[src/rtl/digital_input_loader_pkg.sv]
// Shared slot codes, control-state encoding and sizing for the switch/button operand loader.
package digital_input_loader_pkg;

  localparam int unsigned NUM_SLOTS = 9;

  typedef enum logic [3:0] {
    SLOT_A0     = 4'd0,
    SLOT_A1     = 4'd1,
    SLOT_A2     = 4'd2,
    SLOT_A3     = 4'd3,
    SLOT_B0     = 4'd4,
    SLOT_B1     = 4'd5,
    SLOT_B2     = 4'd6,
    SLOT_B3     = 4'd7,
    SLOT_OP     = 4'd8,
    SLOT_COMMIT = 4'd9
  } slot_e;

  typedef enum logic {
    IDLE = 1'b0,
    HELD = 1'b1
  } state_e;

endpackage

[src/rtl/btn_debouncer.sv]
// Two-flop synchronizer and stability counter for one raw push-button.
// Any board button can reuse this block.
module btn_debouncer #(
  parameter int unsigned DEBOUNCE_CYCLES = 16
) (
  input  logic clk,
  input  logic rst,
  input  logic btn_raw,
  output logic btn_level,
  output logic rise_pulse
);

  localparam int unsigned CNT_W = $clog2(DEBOUNCE_CYCLES + 1);
  localparam logic [CNT_W-1:0] CNT_LIMIT = CNT_W'(DEBOUNCE_CYCLES);

  logic             sync_0;
  logic             sync_q;
  logic [CNT_W-1:0] cnt;

  // The level change is accepted on the edge after DEBOUNCE_CYCLES differing
  // cycles have been counted, i.e. DEBOUNCE_CYCLES+2 edges after the raw
  // input is first sampled high.
  always_ff @(posedge clk) begin
    if (rst) begin
      sync_0     <= 1'b0;
      sync_q     <= 1'b0;
      cnt        <= '0;
      btn_level  <= 1'b0;
      rise_pulse <= 1'b0;
    end else begin
      sync_0     <= btn_raw;
      sync_q     <= sync_0;
      rise_pulse <= 1'b0;
      if (sync_q == btn_level) begin
        cnt <= '0;
      end else if (cnt == CNT_LIMIT) begin
        btn_level  <= ~btn_level;
        rise_pulse <= ~btn_level;
        cnt        <= '0;
      end else begin
        cnt <= cnt + 1'b1;
      end
    end
  end

endmodule

[src/rtl/digital_input_loader.sv]
// Assembles two 32-bit ALU operands and a 4-bit opcode from slide switches,
// one byte/field per debounced press, and commits them with a start pulse.
module digital_input_loader
  import digital_input_loader_pkg::*;
#(
  parameter int unsigned DEBOUNCE_CYCLES = 16,
  parameter int unsigned DATA_W          = 32
) (
  input  logic                 clk,
  input  logic                 rst,
  input  logic [7:0]           switch_data,
  input  logic [3:0]           choose_target,
  input  logic                 load_btn,
  output logic [DATA_W-1:0]    operand_a,
  output logic [DATA_W-1:0]    operand_b,
  output logic [3:0]           alu_op,
  output logic                 start,
  output logic [NUM_SLOTS-1:0] loaded_mask,
  output logic                 btn_level
);

  logic              rise_pulse;
  logic              load_evt;
  state_e            state;
  logic [DATA_W-1:0] stg_a;
  logic [DATA_W-1:0] stg_b;
  logic [3:0]        stg_op;

  btn_debouncer #(
    .DEBOUNCE_CYCLES(DEBOUNCE_CYCLES)
  ) u_debouncer (
    .clk       (clk),
    .rst       (rst),
    .btn_raw   (load_btn),
    .btn_level (btn_level),
    .rise_pulse(rise_pulse)
  );

  // One load event per press: leaving HELD requires the debounced level to fall.
  always_ff @(posedge clk) begin
    if (rst) begin
      state    <= IDLE;
      load_evt <= 1'b0;
    end else begin
      load_evt <= 1'b0;
      case (state)
        IDLE: begin
          if (rise_pulse) begin
            load_evt <= 1'b1;
            state    <= HELD;
          end
        end
        HELD: begin
          if (!btn_level) state <= IDLE;
        end
        default: state <= IDLE;
      endcase
    end
  end

  always_ff @(posedge clk) begin
    if (rst) begin
      stg_a       <= '0;
      stg_b       <= '0;
      stg_op      <= '0;
      operand_a   <= '0;
      operand_b   <= '0;
      alu_op      <= '0;
      start       <= 1'b0;
      loaded_mask <= '0;
    end else begin
      start <= 1'b0;
      if (load_evt) begin
        case (choose_target)
          SLOT_A0, SLOT_A1, SLOT_A2, SLOT_A3: begin
            stg_a[8*choose_target[1:0] +: 8] <= switch_data;
            loaded_mask[choose_target]       <= 1'b1;
          end
          SLOT_B0, SLOT_B1, SLOT_B2, SLOT_B3: begin
            stg_b[8*choose_target[1:0] +: 8] <= switch_data;
            loaded_mask[choose_target]       <= 1'b1;
          end
          SLOT_OP: begin
            stg_op         <= switch_data[3:0];
            loaded_mask[8] <= 1'b1;
          end
          SLOT_COMMIT: begin
            operand_a   <= stg_a;
            operand_b   <= stg_b;
            alu_op      <= stg_op;
            start       <= 1'b1;
            loaded_mask <= '0;
          end
          default: ;
        endcase
      end
    end
  end

endmodule

[config.mk]
export PLATFORM = sky130hd
export DESIGN_NAME = digital_input_loader
export DESIGN_NICKNAME = d
export VERILOG_FILES = /design/src/rtl/digital_input_loader_pkg.sv /design/src/rtl/btn_debouncer.sv /design/src/rtl/digital_input_loader.sv
export SDC_FILE = /design/constraint.sdc
export NUM_CORES = 1
export LEC_CHECK = 0
export ABC_CLOCK_PERIOD_IN_PS = 2400
export CAP_MARGIN = 20
export CORE_MARGIN = 5
export CORE_UTILIZATION = 35
export DETAILED_ROUTE_END_ITERATION = 10
export PLACE_DENSITY = 0.56
export SLEW_MARGIN = 20
export SYNTH_ARGS = -nofsm -noshare
export SYNTH_HDL_FRONTEND = slang
export SYNTH_SLANG_ARGS = --single-unit
[constraint.sdc]
create_clock -name clk -period 2.4 [get_ports clk]
set_input_delay 0.36 -clock clk [delete_from_list [all_inputs] [get_ports clk]]
set_output_delay 0.36 -clock clk [all_outputs]
set_load 0.05 [all_outputs]
**Yosys cells after proc, flatten, opt, wreduce, memory -nomap -nowiden**

Index checks and enable logic that the tools add are counted.

- Bits in registers: 157
- Input bits: 15
- Output and inout port bits: 79
- Logic and storage cells: 67

- Add/sub/neg operators: 2
- $lt $le $gt $ge: 2
- Equal/unequal tests: 11
- Shifts and indexed selects: 2
- Muxes and demuxes: 10
- Bitwise logic cells: 6
- Reduce and logical (&&, ||, !) cells: 18

Operators by type and width:

| operator | count |
|---|---|
| 32-bit bitwise mux | 2 |
| 5-bit negation with 34-bit output | 1 |
| 8-bit by 34-bit variable shift with 32-bit output, first input constant | 1 |
| 8-bit by 34-bit variable part select with 32-bit output | 1 |
| 4-bit by 3-bit equality test with 1-bit output, second input constant | 4 |
| 8-bit case mux with 2 select lines | 1 |
| 2-bit AND reduction | 7 |
| 9-bit OR | 1 |
| 4-bit by 2-bit equality test with 1-bit output, second input constant | 2 |
| 4-bit equality test, second input constant | 2 |
| 4-bit OR reduction | 2 |
| 8-bit OR reduction | 1 |
| 3-bit OR reduction | 2 |
| 5-bit by 1-bit adder with 5-bit output, second input constant | 1 |
| 5-bit equality test, second input constant | 1 |
| 4-bit by 5-bit less-than comparator with 1-bit output, second input constant | 1 |
| 1-bit inverter | 5 |
| 1-bit demux with 4-bit select | 1 |
| 4-bit by 1-bit equality test with 1-bit output, second input constant | 1 |
| 4-bit by 1-bit >= comparator with 1-bit output, second input constant | 1 |
| 4-bit zero test | 1 |
| 1-bit two-way mux | 4 |
| 2-bit OR reduction | 2 |
| 1-bit case mux with 3 select lines | 1 |
| other kinds (5) | 5 |

**Logic depth before layout (Yosys ltp)**

- Depth after elaboration: 6
- Depth in mapped cells: 7
- Depth with buffers taken out: 6

**Cells and area by module**

A second synthesis with hierarchy kept.

- Cells, all modules: 684
- Area total of the unflattened synthesis: 5813.1 µm²

By module, submodules not included:

| module | instances | cells each | area an instance (µm²) | seq. area each (µm²) |
|---|---|---|---|---|
| digital_input_loader | 1 | 652 | 5451.5 | 2962.8 |
| btn_debouncer | 1 | 32 | 361.6 | 180.2 |

**Worst setup path before layout**

OpenSTA, ideal clock, no wires.

- Path type: input-to-reg
- Start point: in choose_target[0]
- End point: reg stg_b[4]
- Library setup time: 0.117 ns
- Arrival time: 1.650 ns
- Required time: 2.283 ns
- Slack: 0.633 ns
- Stages: 6
- Path buffers: 0
- Cells stage by stage: inv_1 > ha_1 > or3_4 > o21ai_2 > nor2_1 > a22o_1

- Cells in the longest elaborated chain, start to end: 3
- Elaborated cells between the ends (all ways): 10
- Those cells by class: add/sub (1); eq/ne (4); shift (2); mux (1); reduce/logical (2)

Ends and longest elaborated chain:

| item | line | text |
|---|---|---|
| start: declaration | digital_input_loader.sv:12 | `input logic [3:0] choose_target,` |
| 5-bit negation with 34-bit output or 4-bit by 3-bit equality test with 1-bit output (tied branches) | digital_input_loader.sv:80, digital_input_loader.sv:74 |  |
| 8-bit by 34-bit variable part select with 32-bit output (tied with other cells) | digital_input_loader.sv:80 | `stg_b[8*choose_target[1:0] +: 8] <= switch_data;` |
| 32-bit bitwise mux or 2-bit AND reduction (tied branches) | - |  |
| end signal: indexed assignment | digital_input_loader.sv:80 |  |
| end: declaration | digital_input_loader.sv:26 | `logic [DATA_W-1:0] stg_b;` |

Several ways; a longest one is shown, not always the timed one.
A chain may end at the register's enable or synchronous reset.

**Final worst setup path**

- Start point: reg u_debouncer.btn_level
- End point: out btn_level

RTL lines:

| item | line | text |
|---|---|---|
| start: declaration | btn_debouncer.sv:9 | `output logic btn_level,` |
| start signal: assignment | btn_debouncer.sv:37 | `btn_level <= ~btn_level;` |
| end: declaration | digital_input_loader.sv:19 | `output logic btn_level` |

No word-level cell between the ends.

==> results.md <==
| Step | Quantity | This run |
| --- | --- | --- |
| status | Run status | complete, no violations |
| cts | Cells resized by post-CTS repair | 0 |
| routing | DRC errors left | 0 |
| floorplanning | Effective utilization at floorplan | 0.3558 |
| worst setup path | Type of the setup path with the least slack | register to output pin |
| sta | Tightest slew margin relative to the limit | 0.6329 |
| sta | RSZ-0062 raised after global routing | no |
| sta | Setup_tns | 0 ps |
| cts | Post-CTS repair timing setup buffer count | 0 |
| worst setup path | Maximum net fanout on the critical path | 5 |
| sta | Worst slew pin tran | 549.9 ps |
| logic synthesis | Most used standard cell by instance count after synthesis | nand2_1 |
| sta | Max Fclk | 490.2 MHz |
| place | Routability congestion estimate from global placement | 0.8214 |
| logic synthesis | Fraction of post-synthesis cell area in the top cell type by area | 0.5327 |
| global route | Largest net degree at the start of global routing | 48 |
| cts | Largest buffer count on any clock path | 2 |
| final layout | Total inserted antenna cells | 0 |
| sta | Final worst clock skew | 17.49 ps |
| cts | Clock root cell | clkbuf_16 |
| sta | Min Clock Period, post-route | 2040 ps |
| logic synthesis | Post-Synthesis Net Count | 679 |
| final layout | Number of nets in the layout | 774 |
| run | Number of max-cap violations | 0 |
| cts | Clock tree from TritonCTS | done |
| cts | CTS Hold Bufs | 0 |
| worst setup path | Cell type group with the largest total delay on the critical path | buffers and inverters |
| floorplanning | Die ar. | 19560 um^2 |
| logic synthesis | Synthesized area | 5901 um^2 |
| logic synthesis | Post-synthesis register bit count | 157 |
| routing | Post-detailed-route count of antenna-violating nets | 0 |
| logic synthesis | Dominant synthesized flop cell | dfxtp_1 |
| sta | Setup slack after layout | 360.1 ps |
| cts | CTS H-tree lvls | 4 |
| pwr | Maximum ir drop on the vdd rail | 529.2 uV |
| place | Placed inst area | 7161 um^2 |
| logic synthesis | Number of instances in the synthesized netlist | 655 |
| final layout | Proportion of layout cells with a drive suffix above 1 | 0.09318 |
| routing | Vias/cell | 4.754 |
| sta | Count of final max-slew check failures | 0 |
| final layout | Area Growth Syn to Fin | 31.11% |
| worst setup path | Cell breakdown of the critical path | clkdlybuf4s50_1 |
| place | Post-placement setup slack | 33.93 ps |
| worst setup path | Start point of the critical path | u_debouncer.btn_level |
| cts | Number of clock sinks seen by CTS | 157 |
| worst setup path | Buffer and inverter count on the worst path | 1 |
| routing | Wirelength per Cell | 15.37 um |
| worst setup path | Worst endpoint data arrival time | 1680 ps |
| place | Dpl cells | 951 |
| cts | Cts bufs inserted | 17 |
| worst setup path | Type of element capturing the critical path | output pin |
| final layout | Core Util, Final | 0.4665 |
| logic synthesis | Most area-hungry cell type in the Yosys netlist | dfxtp_1 |
| sta | Min Hold Slack | 362.2 ps |
| worst hold path | Beginning of the worst hold path | rst |
| pwr | Leakage Power | 2.627 nW |
| global route | Antenna violations before repair | 0 |
| pwr | PnR Total Power | 5.416 mW |
| logic synthesis | Ranking of synthesized cells by area | dfxtp_1, nand2_1, mux2i_1 |
| floorplanning | Vertical die dimension | 139.8 um |
| worst hold path | Worst min path class | input port to register |
| worst setup path | Required time reported for the critical path endpoint | 2040 ps |
| global route | Vias in the first global route | 4769 |
| sta | Final count of negative-setup-slack endpoints | 0 |
| logic synthesis | Synthesized area per cell | 9.009 um^2 |
| global route | Wire length of the first global-routing pass | 24.77 mm |
| cts | Clock latency on the worst-skew pair | 430 ps |
| worst setup path | CP peak stage delay | 840 ps |
| final layout | Number of standard cells in the layout, taps in and fillers out | 982 |
| global route | Total global routing overflow | 0 |
| final layout | Post-route design area | 7736 um^2 |
| floorplanning | Core area | 16580 um^2 |
| pwr | Pwr dens | 700.1 nW/um^2 |
| worst setup path | Crit path launch type | register |
| worst setup path | Worst reg2reg path startpoint | load_evt |
| logic synthesis | Async set-reset flop share out of synthesis | 0 |
| routing | Length of the first detailed-routing pass in iterations | 4 |
| logic synthesis | Number of unique standard cell types used by synthesis | 42 |
| routing | DRC violation total after the first TritonRoute iteration | 193 |
| floorplanning | Row Count | 47 |
| floorplanning | Ports | 94 |
| place | Detailed-placement wirelength estimate | 10.66 mm |
| global route | Total routing usage reported by global routing | 0.1566 |
| logic synthesis | Number of warnings issued by yosys | 0 |
| logic synthesis | Part of the Yosys area used for sequential elements | 0.5327 |
| floorplanning | Die extent in x | 139.8 um |
| place | Port Buffers | 93 |
| logic synthesis | Top post-synthesis cells by count | nand2_1, dfxtp_1, a21oi_1, mux2i_1, nand2b_1 |
| routing | Vias post-DR | 4668 |
| cts | CTS clock-pin slew for the worst setup and hold paths | 60 ps |
| worst setup path | Worst-path cell with the longest stage delay | clkdlybuf4s50_1 |
| sta | Final hold viol count | 0 |
| sta | Final worst path period share | 0.8499 |
| logic synthesis | Number of synthesized flops with an enable pin | 0 |
| routing | Total Routed Length | 15.10 mm |
## per-layer routing
metal / track usage / share of wire / vias up
met5: 0 / 0 / -
met4: 0.06323 / 0.012 / 0
met3: 0.04014 / 0.049 / 18
met2: 0.2406 / 0.46 / 87
met1: 0.2105 / 0.48 / 2195
li1: - / - / 2368
## sequential cells by signal (all words and copies together) (netlist names), 4 cells and up
name / cells
operand_a: 32
operand_b: 32
stg_a: 32
stg_b: 32
loaded_mask: 9
u_debouncer.cnt: 5
alu_op: 4
stg_op: 4
## cells by family after synthesis
kind of cell	Yosys count	share of synthesized area
flip-flops	157	0.5327
XOR/XNOR	4	0.005938
buffers and inverters	46	0.03244
adder cells (fa/ha/maj)	9	0.01908
AO/OA/AOI/OAI	107	0.1050
AND/OR/NAND/NOR	285	0.2250
multiplexers	47	0.07994
## layout make-up
type                    count  area [um^2]
repair buffers            115         1144
multi-input cells         452         2572
clock inverters            11        118.9
clock buffers              20        456.7
flip-flops and latches    157         3143
inverters                   7        26.28
fillers                  1592         8847
well taps                 220        275.3
## cells in the final DEF (no fill, tap or decap), drive strengths merged, types with 8 or more instances in the layout
cell type / Yosys / layout
clkdlybuf4s50: 0 / 92
buf: 16 / 23
nand2b: 33 / 33
clkbuf: 23 / 20
nand2: 171 / 171
nand3: 22 / 22
nor2: 31 / 31
mux2i: 46 / 46
a22o: 8 / 8
dfxtp: 157 / 157
ha: 9 / 9
a21oi: 85 / 85
## power breakdown
part,switching [mW],internal (mW)
clock,1.05,1.57
sequential,0.00133,2.61
combinational,0.114,0.0670
total,1.17,4.25
## worst paths after layout
| path | end | slack (ps) | cells after the start |
|---|---|---|---|
| max | btn_level | 360 | 1 |
| min | stg_op[1] | 360 | 2 |
| max reg2reg | stg_a[16] | 730 | 3 |
| min reg2reg | load_evt | 440 | 1 |
(Power assumes the default switching activity.)
